### config.mk
export PLATFORM = sky130hd
export DESIGN_NAME = register_file_32x32
export DESIGN_NICKNAME = d
export VERILOG_FILES = /design/src/rtl/register_file_32x32_pkg.sv /design/src/rtl/register_file_32x32_decoder_5to32.sv /design/src/rtl/register_file_32x32.sv
export SDC_FILE = /design/constraint.sdc
export NUM_CORES = 2
export LEC_CHECK = 0
export BUFFER_PORTS_ARGS = -buffer_cell sky130_fd_sc_hd__clkbuf_2
export CAP_MARGIN = 15
export CORE_MARGIN = 4
export CORE_UTILIZATION = 40
export DETAILED_ROUTE_END_ITERATION = 10
export PLACE_DENSITY = 0.65
export SYNTH_ARGS = -nofsm -noshare
export SYNTH_HDL_FRONTEND = slang
export SYNTH_SLANG_ARGS = --single-unit
### constraint.sdc
create_clock -name clk -period 8.05 [get_ports clk]
set_input_delay 2.0125 -clock clk [delete_from_list [all_inputs] [get_ports clk]]
set_output_delay 2.0125 -clock clk [all_outputs]
set_load 0.005 [all_outputs]
### src/rtl/register_file_32x32_pkg.sv
// ============================================================================
// Module      : register_file_32x32_pkg
// Description : Shared ISA-fixed constants and types for the MIPS register file
// Revision    : 1.0  initial release
// ============================================================================
`default_nettype none

package register_file_32x32_pkg;

    localparam int DATA_W    = 32;
    localparam int ADDR_W    = 5;
    localparam int REG_COUNT = 32;

    localparam logic [ADDR_W-1:0] ZERO_REG = 5'd0;

    typedef logic [DATA_W-1:0] word_t;
    typedef logic [ADDR_W-1:0] regidx_t;

endpackage : register_file_32x32_pkg

`default_nettype wire

### src/rtl/register_file_32x32_decoder_5to32.sv
// ============================================================================
// Module      : decoder_5to32
// Description : Gate-level 5-to-32 one-hot write decoder with enable
// Revision    : 1.0  initial release
// ============================================================================
`default_nettype none

module decoder_5to32
    import register_file_32x32_pkg::*;
(
    input  logic                 en_i,
    input  logic [ADDR_W-1:0]    addr_i,
    output logic [REG_COUNT-1:0] onehot_o
);

    logic [3:0] w_hi;
    logic [7:0] w_lo;

    // Upper 2-to-4 stage carries the enable so a disabled write clears every line.
    generate
        for (genvar h = 0; h < 4; h++) begin : g_hi
            localparam logic [1:0] c_h = 2'(h);
            assign w_hi[h] = en_i
                           & (addr_i[4] ~^ c_h[1])
                           & (addr_i[3] ~^ c_h[0]);
        end

        for (genvar l = 0; l < 8; l++) begin : g_lo
            localparam logic [2:0] c_l = 3'(l);
            assign w_lo[l] = (addr_i[2] ~^ c_l[2])
                           & (addr_i[1] ~^ c_l[1])
                           & (addr_i[0] ~^ c_l[0]);
        end

        for (genvar h = 0; h < 4; h++) begin : g_row
            for (genvar l = 0; l < 8; l++) begin : g_col
                assign onehot_o[h*8 + l] = w_hi[h] & w_lo[l];
            end
        end
    endgenerate

endmodule : decoder_5to32

`default_nettype wire

### src/rtl/register_file_32x32.sv
// ============================================================================
// Module      : register_file_32x32
// Description : 32x32 MIPS register file, one write port, two async read ports
// Revision    : 1.0  initial release
// ============================================================================
`default_nettype none

module register_file_32x32
    import register_file_32x32_pkg::*;
(
    input  logic              clk,
    input  logic              reset,
    input  logic              reg_write,
    input  logic [ADDR_W-1:0] write_addr,
    input  logic [DATA_W-1:0] write_data,
    input  logic [ADDR_W-1:0] read_addr1,
    input  logic [ADDR_W-1:0] read_addr2,
    output logic [DATA_W-1:0] read_data1,
    output logic [DATA_W-1:0] read_data2
);

    logic [REG_COUNT-1:0] w_we;
    word_t                w_reg [REG_COUNT];

    decoder_5to32 u_decoder (
        .en_i     (reg_write),
        .addr_i   (write_addr),
        .onehot_o (w_we)
    );

    generate
        for (genvar i = 0; i < REG_COUNT; i++) begin : g_reg
            if (i == int'(ZERO_REG)) begin : g_zero
                // $zero has no storage; its decoder line is intentionally dropped.
                logic w_unused_we;
                assign w_unused_we = w_we[i];
                assign w_reg[i]    = '0;
            end else begin : g_cell
                word_t r_cell_q;
                word_t w_cell_d;

                // Hold/load mux, then AND with ~reset so reset wins over a write.
                assign w_cell_d = (({DATA_W{w_we[i]}}  & write_data)
                                 | ({DATA_W{~w_we[i]}} & r_cell_q))
                                 & {DATA_W{~reset}};

                always_ff @(posedge clk) begin
                    r_cell_q <= w_cell_d;
                end

                assign w_reg[i] = r_cell_q;
            end
        end
    endgenerate

    word_t w_grp1 [4];
    word_t w_grp2 [4];

    // Four 8:1 first-level stages per port, then a 4:1 final stage.
    generate
        for (genvar g = 0; g < 4; g++) begin : g_grp
            assign w_grp1[g] = w_reg[{2'(g), read_addr1[2:0]}];
            assign w_grp2[g] = w_reg[{2'(g), read_addr2[2:0]}];
        end
    endgenerate

    assign read_data1 = w_grp1[read_addr1[4:3]];
    assign read_data2 = w_grp2[read_addr2[4:3]];

endmodule : register_file_32x32

`default_nettype wire
==> summary.md <==
| Metric | Value |
|---|---|
| Gr usage total | `0.273` |
| Least-Margin Pin Slew | `between 1000 and 1500 ps` |
| Clock Skews | `0 ps` |
| Initial antenna violation count | `9` |
| Synth Register Bits | `992` |
| Synth Area in Adders | `0` |
| Fillers | `11,900` |
| CP Data Arrival Time | `4990 ps` |
| Worst Hold Class | `reg -> reg` |
| Ys async rst share | `0` |
| Crit-path cells | `buf_8 -> buf_4 -> mux4_2 -> a22o_1 -> o21ai_1 -> o31ai_1 -> clkbuf_2` |
| Finish-stage setup viols | `0` |
| Vias in the first global route | `43,000` |
| Critical path fanouts, max | `70` |
| CTS Sinks | `992` |
| Min Clock Period, post-route | `~7000 ps` |
| Post-cts sizing count | `0` |
| Post-synth EDFFs | `0` |
| Max cap viols | `0` |
| Average vias per placed instance | `roughly 6.2` |
| F_max | `around 140 MHz` |
| GPL Wtd Cong | `0.922` |
| Syn_area_per_cell | `slightly below 9 um^2` |
| First-pass GRT wire length | `276 mm` |
| Main combinational cell family by area after synthesis | `multiplexers` |
| Post-synthesis compound-gate area fraction | `0.165` |
| Synth Net Count | `5,881` |
| Maximum VDD drop | `a little under 0.2 mV` |
| Syn. warnings | `0` |
| Initial drt markers | `6,334` |
| Leading area contributor after synthesis | `dfxtp_1` |
| Routed Antenna Nets | `0` |
| Largest net degree at the start of global routing | `249` |
| Max incr delay on CP | `610 ps` |
| Root buf cell | `clkbuf_16` |
| Share of layout cells above drive strength 1 | `0.162` |
| Synth cell types | `30` |
| # rows | `130` |
| Vias | `45,200` |
| GRT overflow | `0` |
| Req. time, crit path | `6040 ps` |
| Biggest regs | `g.g_cell.r_cell_q: 992 flops` |
| Area share of and/or/nand/nor cells after synthesis | `0.165` |
| Mapped Cells | `5,831` |
| Remaining DRCs | `0` |
| Mux cell area share after synthesis | `0.224` |
| Slew HR | `0.155` |
| TritonCTS clock tree | `done` |
| Setup Fix Bufs, Post-CTS | `0` |
| Clock-pin slew on the worst setup and hold paths | `~60 ps` |
| Top cells by area, synth | `dfxtp_1, mux4_2, nand2_1, a21oi_1, mux2i_1` |
| RSZ-0062 raised after global routing | `false` |
| Nets | `between 5,000 and 6,000` |
| Wire per inst | `between 20 and 30 um` |
| CORE AREA | `0.125 mm^2` |
| Final Hold Fails | `0` |
| Worst Setup End Kind | `output port` |
| Setup crit start kind | `input port` |
| Boundary Pins | `114` |
| Setup TNS Final | `0 ps` |
| Primary FF master, synth | `dfxtp_1` |
| Top reg by flops | `g.g_cell.r_cell_q` |
| Initial Util | `0.402` |
| Clock buffer depth | `3` |
| Status | `complete, no violations` |
| Seq/Total Area, Yosys | `0.394` |
| Number of CTS-inserted buffers | `approximately 100` |
| WP depth | `7` |
| Cts-stage hold buffer count | `0` |
| Worst-Skew Late Latency | `710 ps` |
| Crit path max-delay family | `buffers and inverters` |
| TritonRoute pass-1 iters | `6` |
| Cell Area, Synth | `0.0505 mm^2` |
| Die height | `363 um` |
| Hold depth | `2` |
| Area growth syn-to-layout | `10.2%` |
| Crit path buf inv count | `3` |
| Die width | `363 um` |
| Critical path class | `in -> out` |
| Xor and xnor area share after synthesis | `0` |
| Top cell type's share of synthesized area | `0.394` |
| H-tree depth | `3` |
| Final WL | `186 mm` |
| Period utilisation layout | `0.870` |
| CP max stage cell | `buf_8` |
| Total power | `roughly 11 mW` |
| P per Cell Area | `roughly 200 mW/mm^2` |
| Port Buf Inserts | `113` |
| DIE AREA | `0.132 mm^2` |
| Reg2reg path depth | `2` |
| Static Leak | `between 15 and 20 nW` |
| Largest register FFs | `992` |
| Final HPWL DP | `around 110 mm` |
| Slew Limit Fails | `0` |
[per-layer routing]
layer,track usage,wire [um],vias to the layer above
met5,0,13,-
met4,0.142,10400,2
met3,0.0639,21500,598
li1,-,-,19800
met2,0.423,82900,2781
met1,0.355,70800,22000
[worst register-to-register path: cells and delay by family, from the launching register on]
family	cells	cell delay, ps
AO/OA/AOI/OAI	1	170
AND/OR/NAND/NOR	1	90
flip-flops	1	410
[cells in the mapped netlist (67+ instances only)]
cell         n
buf_2      116
clkbuf_1   445
mux2i_1    194
nand2_1   2018
mux4_2     384
a22o_1     191
a21oi_1    992
dfxtp_1    992
and2_1      67
[layout by cell type (no fill, tap or decap), drive strengths merged, types with 17 or more instances in the layout]
master / n
a211oi: 64
a21oi: 992
a22o: 191
and2: 69
buf: 116
bufinv: 17
clkbuf: 244
clkinv: 22
dfxtp: 992
mux2: 63
mux2i: 194
mux4: 384
nand2: 2018
nor2: 30
o21ai: 64
o22ai: 64
o31ai: 64
[stage by stage]
stage	area, um^2	util	worst slack, ps	std cells	hold WS, ps
after floorplan	50500	-	2570	5831	442
after global placement	51800	0.413	1200	7086	448
after detailed placement	51900	0.414	1200	7089	456
after CTS	55600	0.443	1190	7279	465
after global routing	55600	0.443	985	7281	481
final	55600	0.444	1040	7288	465
[cell type report]
type | instances | area (um^2) | area share
repair buffers | 218 | 1660 | 0.0299
flip-flops and latches | 992 | 19900 | 0.357
well taps | 1650 | 2060 | 0.0371
diodes | 8 | 20.0 | 0.000360
clock inverters | 48 | 733 | 0.0132
multi-input cells | 4228 | 28300 | 0.509
clock buffers | 142 | 2980 | 0.0536
inverters | 2 | 7.51 | 0.000135
[power breakdown]
group	total, mW	leakage, nW	internal [mW]	switching [mW]
clock network	5.28	1.84	3.14	2.14
registers	4.97	8.00	4.94	0.0258
logic	0.842	8.19	0.240	0.603
[worst paths after layout]
kind,end,slack [ps],startpoint
worst max register to register,g_reg[2].g_cell.r_cell_q[7],7310,g_reg[2].g_cell.r_cell_q[7]
worst min-delay path,g_reg[12].g_cell.r_cell_q[17],460,g_reg[12].g_cell.r_cell_q[17]
worst min register to register,g_reg[12].g_cell.r_cell_q[17],460,g_reg[12].g_cell.r_cell_q[17]
worst max-delay path,read_data2[31],1040,read_addr2[0]
[cells by family (layout without fill, tap and decap cells)]
logic type             Yosys count  count (layout)
AOI/OAI and AO/OA             1439            1439
buffers and inverters          611             410
DFF                            992             992
muxes                          641             641
other                            0               8
and+or+nand+nor               2148            2148
Note: power is estimated with default switching activity, not from simulation.
